$ cat src/rtl/multi_axis_control.sv
// rtl/multi_axis_control.sv - multi-channel steering/gas/spinner/analog position emulator
module multi_axis_control #(
    parameter int               CHANNELS     = 2,
    parameter int               WIDTH        = 8,
    parameter int               STEP         = 2,
    parameter int               ACCEL_FRAMES = 8,
    parameter logic [WIDTH-1:0] CENTER       = 8'h80,
    parameter logic [WIDTH-1:0] MIN          = 8'h00,
    parameter logic [WIDTH-1:0] MAX          = 8'hFF
) (
    input  logic                      clk,
    input  logic                      reset,
    input  logic                      strobe,
    input  logic [2*CHANNELS-1:0]     mode,
    input  logic [CHANNELS-1:0]       plus,
    input  logic [CHANNELS-1:0]       minus,
    input  logic [9*CHANNELS-1:0]     spin_in,
    input  logic [WIDTH*CHANNELS-1:0] analog_in,
    output logic [WIDTH*CHANNELS-1:0] value,
    output logic [CHANNELS-1:0]       changed
);

    // Sums are formed with three guard bits so steps, spinner deltas and
    // analog offsets can never overflow before clamping or wrapping.
    localparam int SW = WIDTH + 3;
    localparam int HW = $clog2(2 * ACCEL_FRAMES + 1);

    localparam logic signed [SW-1:0] CENTER_S = $signed({3'b000, CENTER});
    localparam logic signed [SW-1:0] MIN_S    = $signed({3'b000, MIN});
    localparam logic signed [SW-1:0] MAX_S    = $signed({3'b000, MAX});
    localparam logic signed [SW-1:0] STEP1_S  = SW'(STEP);
    localparam logic signed [SW-1:0] STEP2_S  = SW'(2 * STEP);
    localparam logic signed [SW-1:0] STEP4_S  = SW'(4 * STEP);
    localparam logic [HW-1:0]        HOLD_ACC = HW'(ACCEL_FRAMES);
    localparam logic [HW-1:0]        HOLD_SAT = HW'(2 * ACCEL_FRAMES);

    logic strobe_q;
    logic tick;

    // Frame strobe history, shared by every channel; reset loads the live
    // input so a high strobe at reset release is not seen as an edge.
    always_ff @(posedge clk) begin
        strobe_q <= strobe;
    end

    assign tick = strobe & ~strobe_q;

    for (genvar i = 0; i < CHANNELS; i++) begin : g_ch
        logic [1:0]              ch_mode;
        logic                    ch_plus;
        logic                    ch_minus;
        logic [8:0]              ch_spin;
        logic [WIDTH-1:0]        ch_analog;
        logic [WIDTH-1:0]        val_q;
        logic [WIDTH-1:0]        val_next;
        logic                    chg_q;
        logic [HW-1:0]           hold_q;
        logic [HW-1:0]           hold_next;
        logic [1:0]              mode_q;
        logic                    spin_tog_q;
        logic signed [SW-1:0]    val_s;
        logic signed [SW-1:0]    step_s;
        logic signed [SW-1:0]    btn_s;
        logic signed [SW-1:0]    spin_s;
        logic signed [SW-1:0]    diff_s;
        logic signed [SW-1:0]    analog_s;
        logic signed [SW-1:0]    sum_s;

        assign ch_mode   = mode[2*i +: 2];
        assign ch_plus   = plus[i];
        assign ch_minus  = minus[i];
        assign ch_spin   = spin_in[9*i +: 9];
        assign ch_analog = analog_in[WIDTH*i +: WIDTH];

        // Next position and hold count from buttons, tick, spinner and mode.
        always_comb begin
            val_s    = $signed({3'b000, val_q});
            analog_s = $signed({{3{ch_analog[WIDTH-1]}}, ch_analog});
            diff_s   = val_s - CENTER_S;

            if (ch_spin[8] != spin_tog_q) begin
                spin_s = $signed({{(SW-8){ch_spin[7]}}, ch_spin[7:0]});
            end else begin
                spin_s = '0;
            end

            if (hold_q < HOLD_ACC) begin
                step_s = STEP1_S;
            end else if (hold_q < HOLD_SAT) begin
                step_s = STEP2_S;
            end else begin
                step_s = STEP4_S;
            end

            btn_s = '0;
            if (tick) begin
                if (ch_plus && !ch_minus) begin
                    btn_s = step_s;
                end else if (ch_minus && !ch_plus) begin
                    btn_s = -step_s;
                end else if (ch_mode == 2'b01 && !ch_plus && !ch_minus) begin
                    if (diff_s > STEP1_S) begin
                        btn_s = -STEP1_S;
                    end else if (diff_s < -STEP1_S) begin
                        btn_s = STEP1_S;
                    end else begin
                        btn_s = -diff_s;
                    end
                end
            end

            if (ch_mode == 2'b11) begin
                sum_s = CENTER_S + analog_s;
            end else begin
                sum_s = val_s + btn_s + spin_s;
            end

            if (ch_mode == 2'b10) begin
                val_next = sum_s[WIDTH-1:0];
            end else if (sum_s < MIN_S) begin
                val_next = MIN;
            end else if (sum_s > MAX_S) begin
                val_next = MAX;
            end else begin
                val_next = sum_s[WIDTH-1:0];
            end

            if (ch_mode != mode_q || ch_mode == 2'b11) begin
                hold_next = '0;
            end else if (tick) begin
                if (ch_plus ^ ch_minus) begin
                    hold_next = (hold_q == HOLD_SAT) ? hold_q : hold_q + 1'b1;
                end else begin
                    hold_next = '0;
                end
            end else begin
                hold_next = hold_q;
            end
        end

        // Channel state registers; reset re-arms the input history.
        always_ff @(posedge clk) begin
            if (reset) begin
                val_q      <= CENTER;
                chg_q      <= 1'b0;
                hold_q     <= '0;
                mode_q     <= ch_mode;
                spin_tog_q <= ch_spin[8];
            end else begin
                val_q      <= val_next;
                chg_q      <= (val_next != val_q);
                hold_q     <= hold_next;
                mode_q     <= ch_mode;
                spin_tog_q <= ch_spin[8];
            end
        end

        assign value[WIDTH*i +: WIDTH] = val_q;
        assign changed[i]              = chg_q;
    end

endmodule

$ cat config.mk
export PLATFORM = sky130hd
export DESIGN_NAME = multi_axis_control
export DESIGN_NICKNAME = d
export VERILOG_FILES = /design/src/rtl/multi_axis_control.sv
export SDC_FILE = /design/constraint.sdc
export NUM_CORES = 1
export LEC_CHECK = 0
export BUFFER_PORTS_ARGS = -buffer_cell sky130_fd_sc_hd__buf_2
export CAP_MARGIN = 5
export CORE_MARGIN = 2
export CORE_UTILIZATION = 31
export CTS_CLUSTER_DIAMETER = 50
export DETAILED_ROUTE_END_ITERATION = 7
export GPL_ROUTABILITY_DRIVEN = 0
export PLACE_DENSITY = 0.59
export SYNTH_ARGS = -nofsm -noshare
export SYNTH_HDL_FRONTEND = slang
export SYNTH_SLANG_ARGS = --single-unit
$ cat constraint.sdc
create_clock -name clk -period 13.2 [get_ports clk]
set_clock_uncertainty 0.1 [all_clocks]
set_input_delay 1.32 -clock clk [delete_from_list [all_inputs] [get_ports clk]]
set_output_delay 1.32 -clock clk [all_outputs]
set_load 0.01 [all_outputs]
==> metrics.md <==
| Metric | Value |
|---|---|
| Status | finished clean |
| H-tree lvl count | 2 |
| Worst VDD drop | 0.0578 mV |
| Seq/Total Area, Yosys | 0.170 |
| Row count | 42 |
| DRT iter0 DRCs | 225 |
| Hold_buf cts | 0 |
| Num ports | 63 |
| Num CTS Buffers | 5 |
| Startpoint Class | input pin |
| P&R area growth vs syn | 14.6% |
| Synth async-reset ratio | 0 |
| Synth top area cells | dfxtp_1 (17%), ha_1 (10%), fa_1 (8.8%) |
| Cts repair resizes | 0 |
| Leakage Power | around 0.002 uW |
| Synthesized cell area | 0.00412 sq mm |
| Relative slew margins | 0.556 |
| Peak Freq | 168 MHz |
| FF+latch count, synth | 35 |
| Synthesized Nets | 606 |
| Die H | 119 um |
| PD cells | 118 mW/mm^2 |
| Crit path arrival time | around 6 ns |
| Kind of critical path | in -> reg |
| Grt total ovfl | 0 |
| Drt first pass iters | 4 |
| CP Max Fanout | 9 |
| Hold crit path type | reg -> reg |
| Primary FF master, synth | dfxtp_1 |
| Syn avg cell area | 8.09 sq um |
| Final Util | 0.361 |
| Starting density of the core | 0.315 |
| DIE WIDTH | between 100 and 150 um |
| Final hold viol count | 0 |
| # DRC | 0 |
| Post-CTS setup buffers | 0 |
| HPWL Detailed | ~9300 um |
| Setup-failing EPs final | 0 |
| Pins over their slew limit | 0 |
| Worst-Margin Slew | 0.666 ns |
| Synth top area share | 0.170 |
| Nets | 650 |
| Clock latency at the later pin of the worst-skew pair | roughly 0.28 ns |
| Period utilization | 0.452 |
| ANT cells | 0 |
| Min cycle time layout | slightly below 6 ns |
| Final design instance area without fill | 0.00472 sq mm |
| Avg WL per Cell | between 15 and 20 um |
| Cell taking the most area after synthesis | dfxtp_1 |
| Sink Count | 35 |
| Vias/cell | 5.27 |
| CTS clk-pin slew, worst paths | 0.06 ns |
| Yosys cell types | 72 |
| Full die area | ~0.014 sq mm |
| Number of routed nets with antenna violations | 0 |
| Root buffer cell | clkbuf_16 |
| Crit path capture type | flop |
| Unrepaired setup endpoints after global routing | no |
| Initial antenna violation count | 0 |
| Layout cells sized above 1 | 0.164 |
| Setup TNS | 0 ns |
| Routed Wire Length | roughly 11000 um |
| Dpl ws | 6.99 ns |
| Placed inst area | ~0.0045 sq mm |
| Maxcap violations | 0 |
| Largest net degree at the start of global routing | 25 |
| Vias in the first global route | 3770 |
| Setup slack after layout | 7.23 ns |
| CP required | 13.26 ns |
| IO buf count | 62 |
| Core area | 0.0131 sq mm |
| Via count | 3847 |
| Clock Path Buffers | 2 |
| First-pass GRT wire length | between 15000 and 20000 um |
| CTS tree | built |
| YS warnings | 0 |
| Post-synth EDFFs | 0 |
| Mapped Cells | 509 |
| Total track usage | 0.164 |
-- worst paths after layout --
path	from	end	slack, ns	cells past startpoint
worst max register to register	g_ch[0].val_q[0]	g_ch[0].chg_q	7.70	18
worst max-delay path	minus[0]	g_ch[0].chg_q	7.23	18
worst min register to register	g_ch[1].hold_q[1]	g_ch[1].hold_q[1]	0.40	2
worst min-delay path	g_ch[1].hold_q[1]	g_ch[1].hold_q[1]	0.40	2
-- cells in the final DEF (no fill, tap or decap), types with 9 or more instances in the layout --
cell,Yosys,routed
nand4_1,9,9
nand2_1,33,33
nor2_1,45,45
dfxtp_1,35,35
xor2_1,16,16
a21oi_1,31,31
inv_1,33,33
xnor2_1,26,26
nor3_1,18,18
o21ai_0,30,30
fa_1,18,18
and2_1,18,18
ha_1,34,34
buf_2,1,62
-- flip-flops by register name (all words and copies together) (netlist names) --
signal and count:
g_ch.hold_q 10, strobe_q 1, g_ch.val_q 16, g_ch.mode_q 4, g_ch.chg_q 2, g_ch.spin_tog_q 2
-- synthesized netlist by cell type (all sizes together) (16+ instances only) --
| cell | instances |
|---|---|
| fa | 18 |
| o21ai | 30 |
| xnor2 | 28 |
| dfxtp | 35 |
| xor2 | 16 |
| nor3 | 18 |
| clkbuf | 20 |
| nand2 | 33 |
| nor2 | 45 |
| inv | 34 |
| a21oi | 31 |
| and2 | 18 |
| ha | 34 |
-- metrics by stage --
step / instances / power, uW / hold slack, ns
2_1_floorplan: 509 / 342 / 0.362
3_3_place_gp: 722 / 409 / 0.376
3_5_place_dp: 722 / 413 / 0.390
4_1_cts: 730 / 555 / 0.399
5_1_grt: 730 / 597 / 0.438
6_report: 730 / 555 / 0.399
-- layout make-up --
type / instances / area, sq um
Inverter: 35 / 134
Fill cell: 1373 / 8370
Sequential cell: 35 / 701
Clock buffer: 6 / 139
Multi-Input combinational cell: 413 / 3170
Timing Repair Buffer: 63 / 318
Tap cell: 176 / 220
Clock inverter: 2 / 35.0
-- where the power goes --
group | internal, uW | leakage (uW) | switching [uW]
sequential | 116 | 0.000290 | 26.8
combinational | 119 | 0.00163 | 154
clock | 93.9 | 0.0000868 | 46.1
total | 329 | 0.00200 | 226
-- cells by family after synthesis --
| family | after synthesis | share of synthesized area |
|---|---|---|
| DFF | 35 | 0.170 |
| and+or+nand+nor | 167 | 0.217 |
| buffers and inverters | 61 | 0.0593 |
| muxes | 11 | 0.0277 |
| AOI/OAI and AO/OA | 139 | 0.235 |
| xor gates and xnor gates | 44 | 0.100 |
| adders and majority gates | 52 | 0.191 |
-- per-layer routing --
layer / part of all wire / GRT usage / vias to the layer above
met5: 0 / 0 / -
met4: 0.017 / 0.0484 / 0
met3: 0.061 / 0.0187 / 15
met2: 0.47 / 0.279 / 144
met1: 0.45 / 0.218 / 1778
li1: - / - / 1910
-- worst max-delay path: stages --
cell and delay [ns]:
buf_2 0.13, inv_1 0.05, ha_1 0.29, nor2_1 0.28
a21boi_0 0.30, o21ai_0 0.15, o211a_1 0.17, fa_1 0.49
ha_1 0.31, a211oi_1 0.29, o21bai_1 0.18, a2111oi_2 0.42
or3_1 0.19, nand3_1 0.25, o21a_1 0.26, o31a_1 0.23
o41a_1 0.40, o41a_1 0.31
No activity file was read; power rests on OpenSTA's default activity.
